`src/rtl/mem_port_arbiter.sv`:
```
// Round-robin arbiter sharing one RAM word port between a load/store unit (A)
// and a loader/debug master (B). Each transaction runs IDLE -> ACCESS -> DONE.
module mem_port_arbiter #(
  parameter logic [31:0] BASE_ADDR  = 32'h0000_0000,
  parameter int unsigned MEM_WORDS  = 16384,
  parameter bit          FIXED_PRIO = 1'b0
) (
  input  logic        clk_i,
  input  logic        rst_i,
  input  logic        a_req_i,
  input  logic [31:0] a_addr_i,
  input  logic [31:0] a_data_i,
  input  logic [3:0]  a_wr_i,
  output logic        a_ack_o,
  output logic [31:0] a_rdata_o,
  output logic        a_err_o,
  input  logic        b_req_i,
  input  logic [31:0] b_addr_i,
  input  logic [31:0] b_data_i,
  input  logic [3:0]  b_wr_i,
  output logic        b_ack_o,
  output logic [31:0] b_rdata_o,
  output logic        b_err_o,
  output logic [13:0] mem_addr_o,
  output logic [31:0] mem_data_o,
  output logic [3:0]  mem_wr_o,
  input  logic [31:0] mem_data_i
);

  typedef enum logic [1:0] {S_IDLE, S_ACCESS, S_DONE} state_t;

  state_t      state_q, state_d;
  logic        last_b_q;
  logic        grant_b_q;
  logic [13:0] addr_q;
  logic [31:0] data_q;
  logic [3:0]  wr_q;
  logic        err_q;
  logic [31:0] a_rdata_q, b_rdata_q;

  logic        any_req;
  logic        pick_b;
  logic [31:0] sel_addr;
  logic [31:0] word;
  logic        in_window;

  always_comb begin
    any_req = a_req_i | b_req_i;
    if (!a_req_i)        pick_b = 1'b1;
    else if (!b_req_i)   pick_b = 1'b0;
    else if (FIXED_PRIO) pick_b = 1'b0;
    else                 pick_b = ~last_b_q;
    sel_addr  = pick_b ? b_addr_i : a_addr_i;
    // Unsigned wrap makes addresses below BASE_ADDR land far outside the window.
    word      = (sel_addr - BASE_ADDR) >> 2;
    in_window = (word < MEM_WORDS);
  end

  always_ff @(posedge clk_i) begin
    if (rst_i) begin
      state_q   <= S_IDLE;
      last_b_q  <= 1'b1;
      grant_b_q <= 1'b0;
      addr_q    <= '0;
      data_q    <= '0;
      wr_q      <= '0;
      err_q     <= 1'b0;
      a_rdata_q <= '0;
      b_rdata_q <= '0;
    end else begin
      state_q <= state_d;
      case (state_q)
        S_IDLE: begin
          if (any_req) begin
            grant_b_q <= pick_b;
            addr_q    <= word[13:0];
            data_q    <= pick_b ? b_data_i : a_data_i;
            wr_q      <= in_window ? (pick_b ? b_wr_i : a_wr_i) : 4'b0000;
            err_q     <= ~in_window;
          end
        end
        S_ACCESS: begin
          last_b_q <= grant_b_q;
          // Read-first RAM: this edge captures the value before the write lands.
          if (grant_b_q) b_rdata_q <= err_q ? 32'h0 : mem_data_i;
          else           a_rdata_q <= err_q ? 32'h0 : mem_data_i;
        end
        default: ;
      endcase
    end
  end

  always_comb begin
    state_d = S_IDLE;
    case (state_q)
      S_IDLE:   state_d = any_req ? S_ACCESS : S_IDLE;
      S_ACCESS: state_d = S_DONE;
      S_DONE:   state_d = S_IDLE;
      default:  state_d = S_IDLE;
    endcase
  end

  always_comb begin
    mem_addr_o = addr_q;
    mem_data_o = data_q;
    mem_wr_o   = (state_q == S_ACCESS) ? wr_q : 4'b0000;
    a_ack_o    = (state_q == S_DONE) & ~grant_b_q;
    b_ack_o    = (state_q == S_DONE) &  grant_b_q;
    a_err_o    = a_ack_o & err_q;
    b_err_o    = b_ack_o & err_q;
    a_rdata_o  = a_rdata_q;
    b_rdata_o  = b_rdata_q;
  end

endmodule

```
`config.mk`:
```
export PLATFORM = sky130hd
export DESIGN_NAME = mem_port_arbiter
export DESIGN_NICKNAME = d
export VERILOG_FILES = /design/src/rtl/mem_port_arbiter.sv
export SDC_FILE = /design/constraint.sdc
export NUM_CORES = 1
export LEC_CHECK = 0
export ABC_AREA = 1
export BUFFER_PORTS_ARGS = -buffer_cell sky130_fd_sc_hd__buf_4
export CORE_ASPECT_RATIO = 0.75
export CORE_MARGIN = 2
export CORE_UTILIZATION = 38
export DETAILED_ROUTE_END_ITERATION = 6
export HOLD_SLACK_MARGIN = 0.03
export PLACE_DENSITY_LB_ADDON = 0.25
export SLEW_MARGIN = 20
export SYNTH_ARGS = -nofsm -noshare
export SYNTH_HDL_FRONTEND = slang
export SYNTH_SLANG_ARGS = --single-unit
```
`constraint.sdc`:
```
create_clock -name clk_i -period 1.5 [get_ports clk_i]
set_clock_uncertainty 0.05 [all_clocks]
set_input_delay 0.075 -clock clk_i [delete_from_list [all_inputs] [get_ports clk_i]]
set_output_delay 0.075 -clock clk_i [all_outputs]
set_load 0.01 [all_outputs]
```
==> run_results.csv <==
group,metric,value,unit
hold_path,holdPathEnd,"wr_q[3]$_SDFFE_PP0P_",
routing,drtAntennaViolNets,0,
final_layout,diodes,0,
place,port_buffers,285,
critical_path,worstPathCellList,"inv_2, nor4_4, buf_4",
grt,grt_pass1_vias,6380,
clock_tree,htree_levels,4,
routing,wl_per_cell,16.42,um
clock_tree,tritoncts,"built",
routing,viasPerCell,5.040,
critical_path,cp-end-kind,"output port",
place,numPlacedInstances,1114,
synth,yosysTopAreaCell,"dfxtp_1",
clock_tree,ctsRootBufferMaster,"clkbuf_16",
synth,synth.ff_latch_count,119,
timing,period_minus_slack,1.453,ns
final_layout,instances_no_fill,1288,
place,dp_hpwl,11.88,mm
clock_tree,clockBufferDepth,2,
critical_path,reg2reg_setup_slack,0.10,ns
die,die-area,0.01391,sq mm
grt,grt_pass1_wl,31.22,mm
critical_path,critical_path_required,1.37,ns
final_layout,final_cell_mix,"302 x buf_4, 151 x nand2_1, 133 x dlygate4sd3_1, 118 x nor2_1, 114 x dfxtp_1",
timing,timing.final.hold_violations,0,
final_layout,final_util,75.19,%
routing,vias,6492,
timing,min_period_over_period,96.84,%
synth,synth_area,0.004928,sq mm
critical_path,worstSetupPathType,"flip-flop to output port",
critical_path,cp_top_family,"flip-flops",
flow_run,maxCapViolations,0,
place,place.gp.congestion,0.7974,
power_and_ir_drop,power,0.01007,W
final_layout,layout-drive-gt1-share,32.44,%
critical_path,slowest_stage,"dfxtp_4",
power_and_ir_drop,leakagePower,4.393,nW
grt,grt_use_total,28.74,%
timing,rsz0062_at_grt,"no",
critical_path,rr_startpoint,"state_q[1]$_SDFF_PP0_",
clock_tree,clk_pin_slew_worst_paths,0.06,ns
routing,first_pass_iters,5,
die,num_io_pins,290,
timing,fmax,688.4,MHz
timing,fin_setup_tns,0,ns
routing,drt-total-wl,21.15,mm
synth,ys_warn_count,0,
clock_tree,numCtsBuffers,17,
critical_path,reg2regPathDepth,5,
synth,synth_top_area_share,48.34,%
synth,syn_area_per_cell,7.071,sq um
outcome,status,"completed",
final_layout,nets,1281,
synth,yosysSeqAreaShare,48.34,%
critical_path,arrival,1.33,ns
routing,drt_iter0_drc,441,
timing,setup_viol,0,
routing,drc,0,
synth,synthCells,697,
die,design.core.area,0.01248,sq mm
die,die_w,135.5,um
critical_path,reg2reg_to,"mem_data_o[17]$_SDFFE_PP0P_",
grt,antenna_found_initial,0,
grt,grt_max_degree,97,
synth,synth.distinct_cells,19,
final_layout,area_growth_syn_to_layout,90.40,%
timing,slew_headroom,74.18,%
timing,tightestPinTransition,0.3874,ns
grt,grt_overflow,0,
critical_path,crit_cells,3,
critical_path,timing.critical_path.buf_inv,2,
critical_path,critPathMaxStageDelay,0.38,ns
die,initial_core_util,39.49,%
die,rows,35,
hold_path,min_path_type,"input port to flip-flop",
critical_path,start_kind,"flip-flop",
hold_path,holdPathStages,6,
power_and_ir_drop,p_per_area,1073,mW/mm^2
synth,syn-num-nets,869,
critical_path,cp_max_fo,4,
hold_path,hp-start,"a_req_i",
die,die_h,102.6,um
clock_tree,clock-sinks,119,
final_layout,mostFrequentLayoutCell,"buf_4",
synth,synthTopCellsByArea,"dfxtp_1 48%, nand2_1 12%, nor2_1 9.3%, o21ai_0 8.1%, a31oi_1 5.8%",
power_and_ir_drop,peakVddDrop,0.7354,mV
clock_tree,clk-insertion-delay-late,0.41,ns
timing,slew_viol_final,0,
==> worst max path at each step <==
stage                          start                          to  slack (ns)
3_5_place_dp   state_q[1]$_SDFF_PP0_  a_rdata_o[29]$_SDFFE_PP0P_        0.04
3_3_place_gp   state_q[1]$_SDFF_PP0_  a_rdata_o[13]$_SDFFE_PP0P_        0.08
4_1_cts        state_q[0]$_SDFF_PP0_                     b_err_o        0.02
2_1_floorplan  state_q[0]$_SDFF_PP0_  a_rdata_o[20]$_SDFFE_PP0P_        0.10
6_report       state_q[1]$_SDFF_PP0_                     b_err_o        0.05
5_1_grt        state_q[1]$_SDFF_PP0_          err_q$_SDFFE_PP0P_       0.002
==> synth_stat cells <==
| master | n |
|---|---|
| a21oi_1 | 45 |
| a31oi_1 | 46 |
| buf_1 | 1 |
| buf_2 | 11 |
| buf_6 | 2 |
| clkbuf_1 | 37 |
| clkinv_1 | 1 |
| dfxtp_1 | 119 |
| inv_1 | 39 |
| inv_2 | 3 |
| nand2_1 | 151 |
| nand3_1 | 32 |
| nor2_1 | 122 |
| nor2_4 | 2 |
| nor3_1 | 2 |
| nor3_4 | 1 |
| nor4_1 | 2 |
| o21ai_0 | 80 |
| o21ai_1 | 1 |
==> power breakdown <==
part	internal [W]	switching [W]	total (W)
Sequential	0.00343	0.000156	0.00358
Clock	0.00272	0.00155	0.00427
Combinational	0.00114	0.00108	0.00221
==> stage by stage <==
stage	cell area (sq um)	worst slack (ns)	hold WS, ns
after global placement	7277	0.08366	0.2949
after floorplan	4928	0.1048	0.1768
final	9384	0.04745	0.1021
after CTS	9246	0.02248	0.05452
after global routing	9384	0.001867	0.1369
after detailed placement	7277	0.04062	0.2974
==> what timing repair did <==
| action | in CTS | in global routing |
|---|---|---|
| gates cloned | 0 | 3 |
| hold buffers | 133 | 0 |
| pin swaps | 0 | 4 |
| setup buffers | 0 | 6 |
| endpoints found under the setup margin | 2 | 56 |
| hold endpoints to repair | 114 | 0 |
| gates resized for setup | 6 | 15 |
==> layer usage <==
metal | GRT usage [%] | part of all wire (%) | vias to the layer above
met2 | 50.45 | 48 | 353
met1 | 31.91 | 39 | 2952
met5 | 0 | 0 | -
li1 | - | - | 3109
met3 | 7.375 | 7.8 | 78
met4 | 17.31 | 4.7 | 0
==> worst reg2reg max path, cell delays in order, from the launching register on <==
cell and delay [ns]:
dfxtp_4 0.37, nor3_4 0.19, buf_4 0.15, clkbuf_16 0.19, o21ai_0 0.11, a31oi_1 0.26
==> state kept, by name, summed over array words and instances (netlist names) <==
name	flops
a_rdata_o	32
b_rdata_o	32
mem_data_o	32
mem_addr_o	14
wr_q	4
state_q	2
err_q	1
grant_b_q	1
last_b_q	1
==> cell type report <==
cell class	instances	area, sq um
timing repair buffer	444	3771
fill	909	3097
sequential	119	2396
multi-input combinational	484	2221
clock buffer	19	452.9
tap	166	207.7
clock inverter	13	168.9
inverter	43	166.4
==> cells by family after synthesis <==
family / after synthesis / share of synthesized area [%]
AND/OR/NAND/NOR: 312 / 25.29
flip-flops: 119 / 48.34
AO/OA/AOI/OAI: 172 / 18.63
buffers and inverters: 94 / 7.743
(Power assumes the default switching activity.)
